==> config.mk <==
export PLATFORM = sky130hd
export DESIGN_NAME = lab1_g29_vec_seq
export DESIGN_NICKNAME = d
export VERILOG_FILES = /design/src/rtl/lab1_g29_vec_seq.sv
export SDC_FILE = /design/constraint.sdc
export NUM_CORES = 1
export LEC_CHECK = 0
export ABC_AREA = 1
export CAP_MARGIN = 15
export CORE_ASPECT_RATIO = 0.6
export CORE_UTILIZATION = 45
export DETAILED_ROUTE_END_ITERATION = 6
export PLACE_DENSITY_LB_ADDON = 0.15
export SYNTH_ARGS = -nofsm -noshare
export SYNTH_HDL_FRONTEND = slang
export SYNTH_SLANG_ARGS = --single-unit
==> constraint.sdc <==
create_clock -name clk -period 1.6 [get_ports clk]
set_input_delay 0.32 -clock clk [delete_from_list [all_inputs] [get_ports clk]]
set_output_delay 0.32 -clock clk [all_outputs]
set_load 0.03 [all_outputs]
==> src/rtl/lab1_g29_vec_seq.sv <==
// Exhaustive stimulus sequencer for a 4-input combinational stage. It walks vectors 0..15, samples y at
// the end of each hold window, and compares the observed truth table with a latched expected table.
module lab1_g29_vec_seq #(
    parameter int HOLD_CYCLES = 10
) (
    input  logic        clk,
    input  logic        reset,
    input  logic        start,
    input  logic [15:0] exp_table,
    input  logic        y,
    output logic        g,
    output logic        t,
    output logic        u,
    output logic        e,
    output logic [3:0]  idx,
    output logic        busy,
    output logic        done,
    output logic [15:0] tt,
    output logic [4:0]  err_cnt,
    output logic        pass,
    output logic [1:0]  state
);

    typedef enum logic [1:0] {
        IDLE = 2'd0,
        RUN  = 2'd1,
        DONE = 2'd2
    } state_t;

    localparam logic [7:0] HOLD_LAST = 8'(HOLD_CYCLES - 1);

    state_t      state_q, state_d;
    logic [3:0]  idx_q, idx_d;
    logic [7:0]  hold_q, hold_d;
    logic [15:0] tt_q, tt_d;
    logic [15:0] exp_q, exp_d;
    logic [4:0]  err_q, err_d;
    logic        busy_q, busy_d;
    logic        done_q, done_d;
    logic        pass_q, pass_d;

    always_ff @(posedge clk) begin
        if (reset) begin
            state_q <= IDLE;
            idx_q   <= 4'd0;
            hold_q  <= 8'd0;
            tt_q    <= 16'd0;
            exp_q   <= 16'd0;
            err_q   <= 5'd0;
            busy_q  <= 1'b0;
            done_q  <= 1'b0;
            pass_q  <= 1'b0;
        end else begin
            state_q <= state_d;
            idx_q   <= idx_d;
            hold_q  <= hold_d;
            tt_q    <= tt_d;
            exp_q   <= exp_d;
            err_q   <= err_d;
            busy_q  <= busy_d;
            done_q  <= done_d;
            pass_q  <= pass_d;
        end
    end

    always_comb begin
        state_d = state_q;
        idx_d   = idx_q;
        hold_d  = hold_q;
        tt_d    = tt_q;
        exp_d   = exp_q;
        err_d   = err_q;
        busy_d  = busy_q;
        done_d  = done_q;
        pass_d  = pass_q;
        case (state_q)
            IDLE, DONE: begin
                // Restart from DONE behaves exactly like a fresh start from IDLE.
                if (start) begin
                    state_d = RUN;
                    idx_d   = 4'd0;
                    hold_d  = 8'd0;
                    tt_d    = 16'd0;
                    err_d   = 5'd0;
                    exp_d   = exp_table;
                    busy_d  = 1'b1;
                    done_d  = 1'b0;
                    pass_d  = 1'b0;
                end
            end
            RUN: begin
                if (hold_q == HOLD_LAST) begin
                    hold_d      = 8'd0;
                    tt_d[idx_q] = y;
                    if (y != exp_q[idx_q]) begin
                        err_d = err_q + 5'd1;
                    end
                    // Last vector stays on the pins after the sweep ends.
                    if (idx_q == 4'd15) begin
                        state_d = DONE;
                        busy_d  = 1'b0;
                        done_d  = 1'b1;
                        pass_d  = (err_d == 5'd0);
                    end else begin
                        idx_d = idx_q + 4'd1;
                    end
                end else begin
                    hold_d = hold_q + 8'd1;
                end
            end
            default: begin
                state_d = IDLE;
            end
        endcase
    end

    assign g       = idx_q[3];
    assign t       = idx_q[2];
    assign u       = idx_q[1];
    assign e       = idx_q[0];
    assign idx     = idx_q;
    assign busy    = busy_q;
    assign done    = done_q;
    assign tt      = tt_q;
    assign err_cnt = err_q;
    assign pass    = pass_q;
    assign state   = state_q;

endmodule

==> impl_metrics.tcl <==
set metrics [dict create \
    fin_crit_sh 1.124 \
    num-nets-final 490 \
    pin_count 54 \
    dp_hpwl_um 4909 \
    globalplace.congestion 0.8697 \
    overflow 0 \
    r2r_start "idx[0]$_SDFFE_PP0P_" \
    ys_seq_elements 54 \
    syn_inst 381 \
    syn_nets 408 \
    num-fill-cells 509 \
    grt_pass1_wl_um 11840 \
    crit_family "simple AND/OR/NAND/NOR gates" \
    viasPerCell 5.232 \
    worst_slew_pin_slew_ns 0.5389 \
    holdPathEnd "exp_q[4]$_SDFFE_PP0P_" \
    rrSetupSlack_ns -0.20 \
    synth_cell_type_count 34 \
    coreArea_um2 5702 \
    first_iter_violations 117 \
    powerDensity_nw_per_um2 841.7 \
    hp-start "exp_q[4]$_SDFFE_PP0P_" \
    rsz0062_at_grt "yes" \
    hold_buffers 0 \
    synth_top_area_share 0.3982 \
    clkTransAtPathRegs_ns 0.09 \
    vias 2841 \
    ant_nets 0 \
    fmax_ghz 0.5559 \
    max-vdd-ir-drop_mv 0.5656 \
    worst_clock_skew_ns 0.005385 \
    avgSynthCellArea_um2 7.126 \
    cts-buffers-inserted 5 \
    fin_cells 543 \
    crit_path_end_kind "flip-flop" \
    status "finished, violations left" \
    layout_common_cells "nand2_1, dfxtp_1, inv_1, nor2_1, a21oi_1" \
    clock_path_buffers 2 \
    synth_area_leaders "dfxtp_1, nand2_1, o21ai_0, inv_1, a21oi_1" \
    hold_violations 0 \
    clk_latency_ns 0.30 \
    wire_per_inst_um 14.17 \
    finalMaxSlewViolations 0 \
    dp_cells 525 \
    hp-class "reg -> reg" \
    period_needed_ns 1.799 \
    worst-path-buf-inv 1 \
    num_rows 21 \
    syn-cell-area_um2 2715 \
    yosysWarnings 0 \
    cts_tree "built" \
    cpMaxStageDelayCell "dfxtp_4" \
    drc 0 \
    slew_headroom 0.6391 \
    yosysTopAreaCell "dfxtp_1" \
    crit_required_ns 1.85 \
    drive_gt1_frac 0.2786 \
    path_cells "buf_8, nand2_4, nand3_2, nand2_2, nand2_2, nand2_4, o21ai_4, nand2_4, nand2_2, nand2_2, nor2_2, nand3_1, a21oi_2" \
    grt_max_degree 32 \
    crit_path_frequent_cell "nand2_2" \
    startpoint_type "flip-flop" \
    cts_root_buf "clkbuf_8" \
    track_usage 0.2333 \
    tns_ns -1.500 \
    reg2reg_to "pass$_SDFFE_PP0P_" \
    syn_to_final_growth_pct 45.12 \
    total_leakage_power_nw 1.728 \
    diodes 0 \
    die_width_um 102.3 \
    final_common_cell "nand2_1" \
    crit_fanout 7 \
    setup_ws_ns -0.1988 \
    grt_pass1_vias 2687 \
    seq_area_frac_synth 0.3982 \
    cp_data_arrival_time_ns 2.04 \
    antenna_found_initial 0 \
    hold_depth 2 \
    initial_core_util 0.4762 \
    pre_cts_slack_ns -0.1098 \
    drv_cap 0 \
    drt-total-wl_um 7697 \
    violations "setup timing" \
    fp.dieH_um 62.17 \
    drtPass1Iterations 4 \
    worstSetupPathType "reg -> reg" \
    clock-sinks 54 \
    port_buffers 53 \
    die_area_um2 6358 \
    htreeDepth 2 \
    cpPeakStageDelay_ns 0.43 \
    finalSetupViolations 27 \
    r2r_cells 13 \
]
-- layout make-up --
class / instances / area, um2 / area share
Clock buffer: 7 / 86.33 / 0.02191
Inverter: 52 / 207.7 / 0.05272
Multi-Input combinational cell: 257 / 1595 / 0.4049
Sequential cell: 54 / 1095 / 0.2779
Tap cell: 80 / 100.1 / 0.02540
Timing Repair Buffer: 93 / 855.8 / 0.2172
-- state kept, by name, indices dropped and copies added, names as in the netlist --
signal / count
hold_q: 8
idx: 4
exp_q: 16
busy: 1
done: 1
pass: 1
state: 2
err_cnt: 5
tt: 16
-- power breakdown --
part	internal [mW]	switching [mW]	leakage, nW	total [mW]
Sequential	1.41	0.0466	0.443	1.46
Combinational	0.449	0.634	1.24	1.08
Clock	0.345	0.429	0.0443	0.774
Total	2.21	1.11	1.73	3.32
-- metal layers --
layer  up-vias  wire length [um]  global-route usage  part of all wire
met5         -                 0                   0                 0
met4         0               123             0.07321             0.016
met3        14               382             0.04279             0.050
met2        88              3588              0.3691              0.47
met1      1330              3603              0.3205              0.47
li1       1409                 -                   -                 -
-- cell families after synthesis --
family,after synthesis,share of synthesized area
AND/OR/NAND/NOR,149,0.2410
adder cells (fa/ha/maj),7,0.03226
buffers and inverters,70,0.1124
AO/OA/AOI/OAI,98,0.2065
flip-flops,54,0.3982
XOR/XNOR,3,0.009679
-- tightest hold or removal path: cells and delay by family (launching register included) --
| family | cells | cell delay [ns] |
|---|---|---|
| AOI/OAI and AO/OA | 1 | 0.05 |
| DFF | 1 | 0.31 |
| buffers and inverters | 1 | 0.06 |
-- worst max path at each step --
| stage | start | endpoint | slack [ns] | cells after the start |
|---|---|---|---|---|
| after global placement | y | pass$_SDFFE_PP0P_ | -0.07 | 9 |
| after floorplan | idx[0]$_SDFFE_PP0P_ | err_cnt[4]$_SDFFE_PP0P_ | -0.15 | 16 |
| after global routing | idx[0]$_SDFFE_PP0P_ | pass$_SDFFE_PP0P_ | -0.29 | 13 |
| after detailed placement | start | idx[3]$_SDFFE_PP0P_ | -0.11 | 7 |
| final | idx[0]$_SDFFE_PP0P_ | pass$_SDFFE_PP0P_ | -0.20 | 13 |
| after CTS | idx[0]$_SDFFE_PP0P_ | err_cnt[4]$_SDFFE_PP0P_ | -0.13 | 14 |
-- synthesized netlist by cell type --
cell and n:
nor2_1 40, nand4_1 2, buf_2 1, o211a_1 1
a22oi_1 13, or2_1 1, o21ai_2 1, nand3_1 22
o21ai_0 40, o211ai_1 1, nor3_1 4, inv_2 1
a211oi_1 2, xnor2_1 2, nand2_1 67, nor3b_1 2
a21oi_2 1, inv_1 50, ha_1 7, a221oi_1 1
buf_4 4, o22ai_1 2, dfxtp_1 54, a21oi_1 35
nand2_2 6, buf_12 1, o21ai_4 1, buf_6 1
xor2_1 1, nor2_2 1, nor2_4 1, nand2_4 3
clkbuf_1 11, inv_4 1
-- repair_timing --
| item | in CTS | in global routing |
|---|---|---|
| buffers inserted | 8 | 6 |
| gates cloned | 0 | 1 |
| pin swaps | 14 | 55 |
| resized for setup | 62 | 90 |
| endpoints found under the setup margin | 43 | 36 |
-- through the flow --
stage	util	area, um2	power (mW)	hold slack, ns
2_1_floorplan	-	2726	2.022	0.4292
3_3_place_gp	0.6125	3492	2.298	0.4458
3_5_place_dp	0.6125	3492	2.316	0.4434
4_1_cts	0.6447	3676	3.142	0.4570
5_1_grt	0.6910	3940	3.482	0.4836
6_report	0.6910	3940	3.316	0.4534
No activity file was read; power rests on OpenSTA's default activity.
